$ cat src/rtl/lvds_rx_gearbox_align.sv
// N-to-M bit gearbox for multi-channel LVDS receive data. All channels slip together until
// channel 0 presents the forwarded clock pattern, then aligned OUT_W-bit words are presented.
module lvds_rx_gearbox_align #(
  parameter int unsigned       NUM_CH      = 5,
  parameter int unsigned       IN_W        = 8,
  parameter int unsigned       OUT_W       = 7,
  parameter logic [OUT_W-1:0]  CLK_PATTERN = 7'b110_0011,
  parameter int unsigned       LOCK_CNT    = 8,
  parameter int unsigned       LOSS_CNT    = 4,
  parameter int unsigned       SLIP_WAIT   = 6
) (
  input  logic                    i_px_clk,
  input  logic                    i_reset,
  input  logic                    i_in_valid,
  output logic                    o_in_ready,
  input  logic [NUM_CH*IN_W-1:0]  i_in_data,
  input  logic                    i_align_restart,
  output logic                    o_out_valid,
  output logic [NUM_CH*OUT_W-1:0] o_out_data,
  output logic                    o_px_ready,
  output logic                    o_align_fail,
  output logic [7:0]              o_slip_count,
  output logic [7:0]              o_lock_loss_count
);

  localparam int unsigned BUF_W  = 2 * (IN_W + OUT_W);
  localparam int unsigned FILL_W = $clog2(BUF_W + 1);

  typedef enum logic [1:0] {StCheck, StSlip, StWait, StLocked} state_e;

  state_e                          r_state, w_state_d;
  logic                            r_run;
  logic [FILL_W-1:0]               r_fill, w_fill_d, w_rem;
  logic [NUM_CH-1:0][BUF_W-1:0]    r_buf, w_buf_d;
  logic [NUM_CH-1:0][OUT_W-1:0]    r_out_data, w_head;
  logic                            r_out_valid, r_px_ready;
  logic [7:0]                      r_match_cnt, w_match_d;
  logic [7:0]                      r_miss_cnt, w_miss_d;
  logic [7:0]                      r_wait_cnt, w_wait_d;
  logic [7:0]                      r_slip_cnt, w_slip_cnt_d;
  logic [7:0]                      r_loss_cnt, w_loss_d;
  logic                            r_align_fail, w_fail_d;
  logic                            w_emit, w_slip, w_accept, w_fit, w_match;

  // Consumption this cycle depends only on registered state, so in_ready does too.
  always_comb begin
    w_slip = (r_state == StSlip) && (r_fill != '0);
    w_emit = (r_state != StSlip) && (32'(r_fill) >= OUT_W);
    w_rem  = r_fill;
    if (w_emit) begin
      w_rem = r_fill - FILL_W'(OUT_W);
    end else if (w_slip) begin
      w_rem = r_fill - FILL_W'(1);
    end
    w_fit    = (32'(w_rem) + IN_W) <= BUF_W;
    w_accept = i_in_valid && o_in_ready;
    w_fill_d = w_accept ? (w_rem + FILL_W'(IN_W)) : w_rem;
  end

  assign o_in_ready = r_run && w_fit;

  // Bit 0 of each channel buffer is the oldest bit; bits at or above the fill are kept zero.
  always_comb begin
    w_buf_d = r_buf;
    w_head  = '0;
    for (int c = 0; c < NUM_CH; c++) begin
      w_head[c] = r_buf[c][OUT_W-1:0];
      if (w_emit) begin
        w_buf_d[c] = r_buf[c] >> OUT_W;
      end else if (w_slip) begin
        w_buf_d[c] = r_buf[c] >> 1;
      end
      if (w_accept) begin
        w_buf_d[c] = w_buf_d[c] | (BUF_W'(i_in_data[c*IN_W +: IN_W]) << w_rem);
      end
    end
  end

  assign w_match = (w_head[0] == CLK_PATTERN);

  always_comb begin
    w_state_d    = r_state;
    w_match_d    = r_match_cnt;
    w_miss_d     = r_miss_cnt;
    w_wait_d     = r_wait_cnt;
    w_slip_cnt_d = r_slip_cnt;
    w_loss_d     = r_loss_cnt;
    w_fail_d     = r_align_fail;
    unique case (r_state)
      StCheck: begin
        if (w_emit) begin
          if (w_match) begin
            w_match_d = r_match_cnt + 8'd1;
            if (32'(r_match_cnt) + 32'd1 >= LOCK_CNT) w_state_d = StLocked;
          end else begin
            w_match_d = '0;
            w_state_d = StSlip;
          end
        end
      end
      StSlip: begin
        if (w_slip) begin
          if (r_slip_cnt != 8'hff) w_slip_cnt_d = r_slip_cnt + 8'd1;
          w_wait_d  = '0;
          w_state_d = StWait;
        end
      end
      StWait: begin
        if (w_emit) begin
          if (32'(r_wait_cnt) + 32'd1 >= SLIP_WAIT) begin
            w_wait_d  = '0;
            w_state_d = StCheck;
          end else begin
            w_wait_d = r_wait_cnt + 8'd1;
          end
        end
      end
      StLocked: begin
        if (w_emit) begin
          if (w_match) begin
            w_miss_d = '0;
          end else if (32'(r_miss_cnt) + 32'd1 >= LOSS_CNT) begin
            w_miss_d     = '0;
            w_match_d    = '0;
            w_slip_cnt_d = '0;
            if (r_loss_cnt != 8'hff) w_loss_d = r_loss_cnt + 8'd1;
            w_state_d    = StCheck;
          end else begin
            w_miss_d = r_miss_cnt + 8'd1;
          end
        end
      end
      default: w_state_d = StCheck;
    endcase
    if (32'(w_slip_cnt_d) >= 2 * OUT_W) w_fail_d = 1'b1;
    // Restart overrides whatever transition the FSM chose this cycle; buffered bits survive.
    if (i_align_restart) begin
      w_state_d    = StCheck;
      w_match_d    = '0;
      w_miss_d     = '0;
      w_wait_d     = '0;
      w_slip_cnt_d = '0;
      w_fail_d     = 1'b0;
    end
  end

  always_ff @(posedge i_px_clk or posedge i_reset) begin
    if (i_reset) begin
      r_run        <= 1'b0;
      r_fill       <= '0;
      r_buf        <= '0;
      r_out_valid  <= 1'b0;
      r_out_data   <= '0;
      r_px_ready   <= 1'b0;
      r_state      <= StCheck;
      r_match_cnt  <= '0;
      r_miss_cnt   <= '0;
      r_wait_cnt   <= '0;
      r_slip_cnt   <= '0;
      r_loss_cnt   <= '0;
      r_align_fail <= 1'b0;
    end else begin
      r_run        <= 1'b1;
      r_fill       <= w_fill_d;
      r_buf        <= w_buf_d;
      r_out_valid  <= w_emit;
      if (w_emit) r_out_data <= w_head;
      // Lags the state by one cycle so it rises after the locking word is on the output.
      r_px_ready   <= (r_state == StLocked) && !i_align_restart;
      r_state      <= w_state_d;
      r_match_cnt  <= w_match_d;
      r_miss_cnt   <= w_miss_d;
      r_wait_cnt   <= w_wait_d;
      r_slip_cnt   <= w_slip_cnt_d;
      r_loss_cnt   <= w_loss_d;
      r_align_fail <= w_fail_d;
    end
  end

  assign o_out_valid       = r_out_valid;
  assign o_out_data        = r_out_data;
  assign o_px_ready        = r_px_ready;
  assign o_align_fail      = r_align_fail;
  assign o_slip_count      = r_slip_cnt;
  assign o_lock_loss_count = r_loss_cnt;

endmodule

$ cat config.mk
export PLATFORM = sky130hd
export DESIGN_NAME = lvds_rx_gearbox_align
export DESIGN_NICKNAME = d
export VERILOG_FILES = /design/src/rtl/lvds_rx_gearbox_align.sv
export SDC_FILE = /design/constraint.sdc
export NUM_CORES = 1
export LEC_CHECK = 0
export CORE_MARGIN = 4
export CORE_UTILIZATION = 60
export CTS_CLUSTER_DIAMETER = 120
export DETAILED_ROUTE_END_ITERATION = 8
export PLACE_DENSITY_LB_ADDON = 0.05
export SYNTH_ARGS = -nofsm -noshare
export SYNTH_HDL_FRONTEND = slang
export SYNTH_SLANG_ARGS = --single-unit
$ cat constraint.sdc
create_clock -name i_px_clk -period 24.5 [get_ports i_px_clk]
set_input_delay 4.9 -clock i_px_clk [delete_from_list [all_inputs] [get_ports i_px_clk]]
set_output_delay 4.9 -clock i_px_clk [all_outputs]
set_load 0.05 [all_outputs]
# Word level (Yosys, flattened, before mapping)
# Index checks and enable logic that the tools add are counted.
# totals
elab_cells,138
in_bits,44
out_inout_bits,55
regBits,236
# op_classes
shifts,5
n_addsub,12
order_cmp,6
eq_ne,15
mux,55
n_reduce_logical,18
bitwise,6
# ops
operator,n
$mux W30,15
$mux W8,21
$or A30 B30 Y30,5
$shl A8 B5 Y30,5
$pmux W8 S2,3
$add A8 B1 Y8 const B,5
$add A8 B1 Y9 const B,3
$ne A3 B3 Y1 const B,7
$mux W2,10
$ge A9 B3 Y1 const B,2
$ne A8 B8 Y1 const B,2
$mux W5,3
$reduce_and A5 Y1,2
$ge A9 B4 Y1 const B,1
$ge A8 B4 Y1 const B,1
$pmux W2 S4,1
$reduce_and A8 Y1,1
$eq A7 B7 Y1 const B,1
$add A5 B4 Y6 const B,1
$le A6 B5 Y1 const B,1
$reduce_bool A2 Y1,3
$reduce_bool A3 Y1,2
$add A5 B4 Y5 const B,1
$ge A5 B3 Y1 const B,1
14 further kinds,20

# Depth between registers and ports, before layout
# depth
ltp_word,9
ltp_mapped,17
mapped_depth_nobuf,13

# Least setup slack after synthesis
# Ideal clock, no wire load.
# synth_timing
path_type,register -> output
start,reg r_fill[0]
end,out o_in_ready
t_arrival_ns,3.391
path_stages_with_launch,13
path_buffers,1
path_slack_ns,16.209
t_required_ns,19.600
path_cell_list,dfrtp_1 -> ha_1 -> a211oi_2 -> nand2_2 -> a32o_1 -> nor2_1 -> clkinv_1 -> clkbuf_1 -> ha_1 -> inv_1 -> or3_1 -> o21ai_0 -> o311a_1
# synth_via
elab_chain_len,7
elab_cells_between_ends,11
cone_classes,add/sub (3); order compare (2); mux (2); reduce/logical (4)
# synth_lines
item,line,rtl
start: declaration,33,"logic [FILL_W-1:0] r_fill, w_fill_d, w_rem;"
start signal: assignment,164,r_fill <= w_fill_d;
"parallel branches: the longest is 3 deep, another holds $sub A5 B1 Y5",--,
$mux W5 *,50,if (w_emit) begin
$add A5 B4 Y6 *,55,w_fit = (32'(w_rem) + IN_W) <= BUF_W;
$le A6 B5 Y1 *,55,
$logic_and A1 B1 Y1 *,60,assign o_in_ready = r_run && w_fit;
end: declaration,15,"output logic o_in_ready,"
# Every way passes the cells marked *.

# Worst setup path after layout
# Same ends and word-level chain as after synthesis.

==> out/results.txt <==
Residual overflow from global routing: 0. By count the netlist is led by sky130_fd_sc_hd__nand2_1, sky130_fd_sc_hd__dfrtp_1, sky130_fd_sc_hd__a21oi_1. The flow ran to the end, and the final reports show no timing, DRC or antenna violations. The number of sinks on the clock net is 236. In the routed layout, each cell is associated on average with a via count of 6.81. Port buffering added 98 buffers. The worst setup path is launched from a flip-flop. The cell type contributing the most total cell area after synthesis was sky130_fd_sc_hd__dfrtp_1. The core region is 22,100 µm². Data on the critical path is required at its endpoint by 19.60 ns. The slowest stage of the critical path belongs to the cell sky130_fd_sc_hd__clkdlybuf4s50_1. On the worst path, the slowest cell contributes a delay of 0.82 ns. The routed layout has 12,825 vias. In this run, the number of DRC markers left after iteration 0 of detailed routing was 2,029.

For hold timing, the worst endpoint is o_out_data[17]. For the first-pass iteration count of the detailed router, the log shows 5. Together, buffers and inverters on the worst path number 6. For the initial standard-cell utilization of the core, the log shows 0.619.

The root buffer cell chosen for the clock tree is sky130_fd_sc_hd__clkbuf_16. In the final design database the tool counted 1,638 nets. Yosys attributes the largest share of cell area to sky130_fd_sc_hd__dfrtp_1, sky130_fd_sc_hd__nand2_1, sky130_fd_sc_hd__mux2i_1, sky130_fd_sc_hd__a21oi_1, sky130_fd_sc_hd__o21ai_0. The number of H-tree levels was 1; the horizontal extent of the die was 159 µm. The number of nets handed over by synthesis was 1,609. The logs give 0 for the total count of hold-check failures in the final report and 11,500 for the number of global-route vias before repair. The tools report the kind of capture point of the worst setup path as a primary output.

The actual slew at the worst max-slew pin works out to 1.29 ns. The count of final setup violators was 0; the number of flops mapped to enable cells by yosys was 0. Data arrives at the worst endpoint at 6.18 ns. The worst register-to-register path begins at r_fill[0].

The initial antenna violation count was 0. The clock transition at the registers of the reported paths was 0.06 ns; the sequential share of the synthesized area was 0.432. The tools report the reg2reg setup slack as 18.27 ns. TritonCTS built the clock tree.

The tools report the met2 global-route usage as 0.440. 0 antenna diodes ended up in the layout. The relative slew slack was 0.132; the post-synthesis async set-or-reset flop share was 1.00. The time the worst path needs with I/O delays and setup was 11.08 ns; the setup total negative slack was 0 ns. The first global-routing pass estimated 66,800 µm of wire. The layer flagged by global routing as most heavily used is met1. Traced cell by cell, the critical path runs through clkinv_1, ha_1, a21oi_4, buf_4, a32o_1, nor2_1, buf_4, clkinv_1, ha_1, inv_1, or3_1, o21ai_0, o311a_1, clkdlybuf4s50_1. The worst hold path belongs to the class flip-flop to flip-flop. The run gives 54 as the count of standard-cell rows. Post-CTS repair changed the size of 0 cells. Met1 usage in global routing: 0.524. The fraction of the cycle the final worst path needs came out at 0.452. In this run, post-CTS hold repair placed 0 buffers. For the area of the die, the log shows 25,300 µm².

The per-instance average area after synthesis was 8.79 µm²; the filler cell count in the final layout was 1,776. After synthesis the cells add up to 13,700 µm². The area share of the leading cell type in the synthesized netlist was 0.432; the number of cells on the worst reg-to-reg path was 11.

The maximum count of clock buffers along a single path was 3. The largest net degree at the start of global routing was 99. In this design, the largest share of critical-path delay is due to buffers and inverters.

The most used flip-flop cell after synthesis is sky130_fd_sc_hd__dfrtp_1. The final layout contains routed wiring with a total length of 42,600 µm. For the worst-skew pair, the clock arrives at the later sink with an insertion delay of 0.53 ns. The tools report the number of warnings issued by yosys as 0. The ratio of cells with drive above 1 in the final layout is 0.0736, and the HPWL after detailed placement is 29,400 µm. In this run the post-CTS setup repair buffer count came out at 0. The setup clock skew after layout is 0.0141 ns.

For this run, the top clock speed supported by timing is 0.0902 GHz. The run gives 76 as the number of library cell types mapped by synthesis. Met3 usage: 0.0826. In the final routed layout, each cell accounts on average for 22.6 µm. Max-slew violation total from the final report: 0. The number of clock buffers inserted by TritonCTS was 27. Counting instances, the worst hold path has a depth of 2. Setup repair after global routing left no endpoint under its margin. The type of the worst setup path is flip-flop to primary output. For this design the top-level I/O count stands at 99. Of all nets on the critical path, the largest fanout is 50. The detail route stage leaves a number of antenna-violating nets equal to 0. The synthesized instance count is 1,555, and the vertical die dimension is 159 µm.

The number of max-cap violations was 0. In this run the most critical hold path is launched from o_out_data[17]. The final weighted congestion in routability-driven placement came out at 0.994.

The most common cell in the synthesized netlist is sky130_fd_sc_hd__nand2_1. From synthesis to final layout, the design area changed by 14.0%. The aggregate global-route resource usage is 0.325, and the register bit total from synthesis is 236. The endpoint of the lowest-slack register-to-register path is r_buf[127]. For this run, design rule violations remaining after detail routing come to 0.
logic make-up after synthesis:
group | Yosys count | share of synthesized area
AOI/OAI and AO/OA | 498 | 0.250
buffers and inverters | 138 | 0.0416
xor gates and xnor gates | 11 | 0.00705
DFF | 236 | 0.432
muxes | 103 | 0.0804
other | 1 | 0.000274
and+or+nand+nor | 558 | 0.180
adders and majority gates | 10 | 0.00915
metal layers:
layer | routed length, µm | vias to the layer above
met2 | 17400 | 808
met4 | 665 | 0
met1 | 19000 | 6179
met5 | 0 | -
li1 | - | 5783
met3 | 5520 | 55
flip-flops by register name, indices dropped and copies added (netlist names):
name               flops
r_run                  1
o_px_ready             1
o_lock_loss_count      8
r_state                2
r_wait_cnt             8
o_out_data            35
r_fill                 5
r_match_cnt            8
o_slip_count           8
r_miss_cnt             8
r_buf                150
o_align_fail           1
o_out_valid            1
how the worst max path moves through the flow:
stage               startpoint           end  slack, ns  cells after the start
floorplan              i_reset  o_align_fail      13.13                      1
global placement     r_fill[0]    o_in_ready      14.20                     14
detailed placement   r_fill[0]    o_in_ready      14.13                     14
CTS                  r_fill[0]    o_in_ready      13.56                     14
global route         r_fill[0]    o_in_ready      13.13                     14
finish               r_fill[0]    o_in_ready      13.42                     14
layout make-up:
cell class / count / area, µm² / share of cell area
Clock buffer: 42 / 832 / 0.0534
Clock inverter: 7 / 41.3 / 0.00265
Inverter: 20 / 87.6 / 0.00562
Multi-Input combinational cell: 1181 / 7230 / 0.464
Sequential cell: 236 / 5910 / 0.379
Tap cell: 280 / 350 / 0.0225
Timing Repair Buffer: 118 / 1130 / 0.0726
worst register-to-register path, cell delays in order (launching register included):
cell and delay, ns:
sky130_fd_sc_hd__dfrtp_1 0.79, sky130_fd_sc_hd__clkinv_1 0.44, sky130_fd_sc_hd__ha_1 0.42, sky130_fd_sc_hd__or3b_1 0.41, sky130_fd_sc_hd__nand2_1 0.29, sky130_fd_sc_hd__nand3_1 0.44
sky130_fd_sc_hd__nand2_1 0.79, sky130_fd_sc_hd__inv_2 0.60, sky130_fd_sc_hd__mux2i_1 0.78, sky130_fd_sc_hd__mux2i_1 0.45, sky130_fd_sc_hd__mux2i_1 0.49, sky130_fd_sc_hd__o221ai_1 0.17
cells in the final DEF (no fill, tap or decap), types with 15 or more instances in the layout:
cell type,netlist,layout
sky130_fd_sc_hd__o21ai_0,91,91
sky130_fd_sc_hd__o22ai_1,21,21
sky130_fd_sc_hd__dfrtp_1,236,236
sky130_fd_sc_hd__and2_1,18,18
sky130_fd_sc_hd__inv_1,16,15
sky130_fd_sc_hd__a221o_1,23,23
sky130_fd_sc_hd__o221ai_1,48,48
sky130_fd_sc_hd__buf_4,1,20
sky130_fd_sc_hd__nor3_1,30,29
sky130_fd_sc_hd__nor2_1,79,77
sky130_fd_sc_hd__clkbuf_16,0,27
sky130_fd_sc_hd__nand2_1,329,328
sky130_fd_sc_hd__o21ai_1,17,16
sky130_fd_sc_hd__a22oi_1,26,26
sky130_fd_sc_hd__clkdlybuf4s50_1,0,98
sky130_fd_sc_hd__nand3_1,37,37
sky130_fd_sc_hd__mux2i_1,85,85
sky130_fd_sc_hd__a21oi_1,126,125
stage by stage:
stage / hold slack [ns] / cell area (µm²) / setup slack (ns) / utilization / instances
after floorplan: 0.439 / 13700 / 13.13 / - / 1555
after global placement: 0.455 / 14700 / 14.20 / 0.666 / 1835
after detailed placement: 0.462 / 14700 / 14.13 / 0.666 / 1835
after CTS: 0.476 / 15600 / 13.56 / 0.705 / 1884
after global routing: 0.485 / 15600 / 13.13 / 0.705 / 1884
final: 0.471 / 15600 / 13.42 / 0.705 / 1884
Power is not shown: default switching activity piles up to over one toggle a cycle in this logic, so the estimate is an artifact.
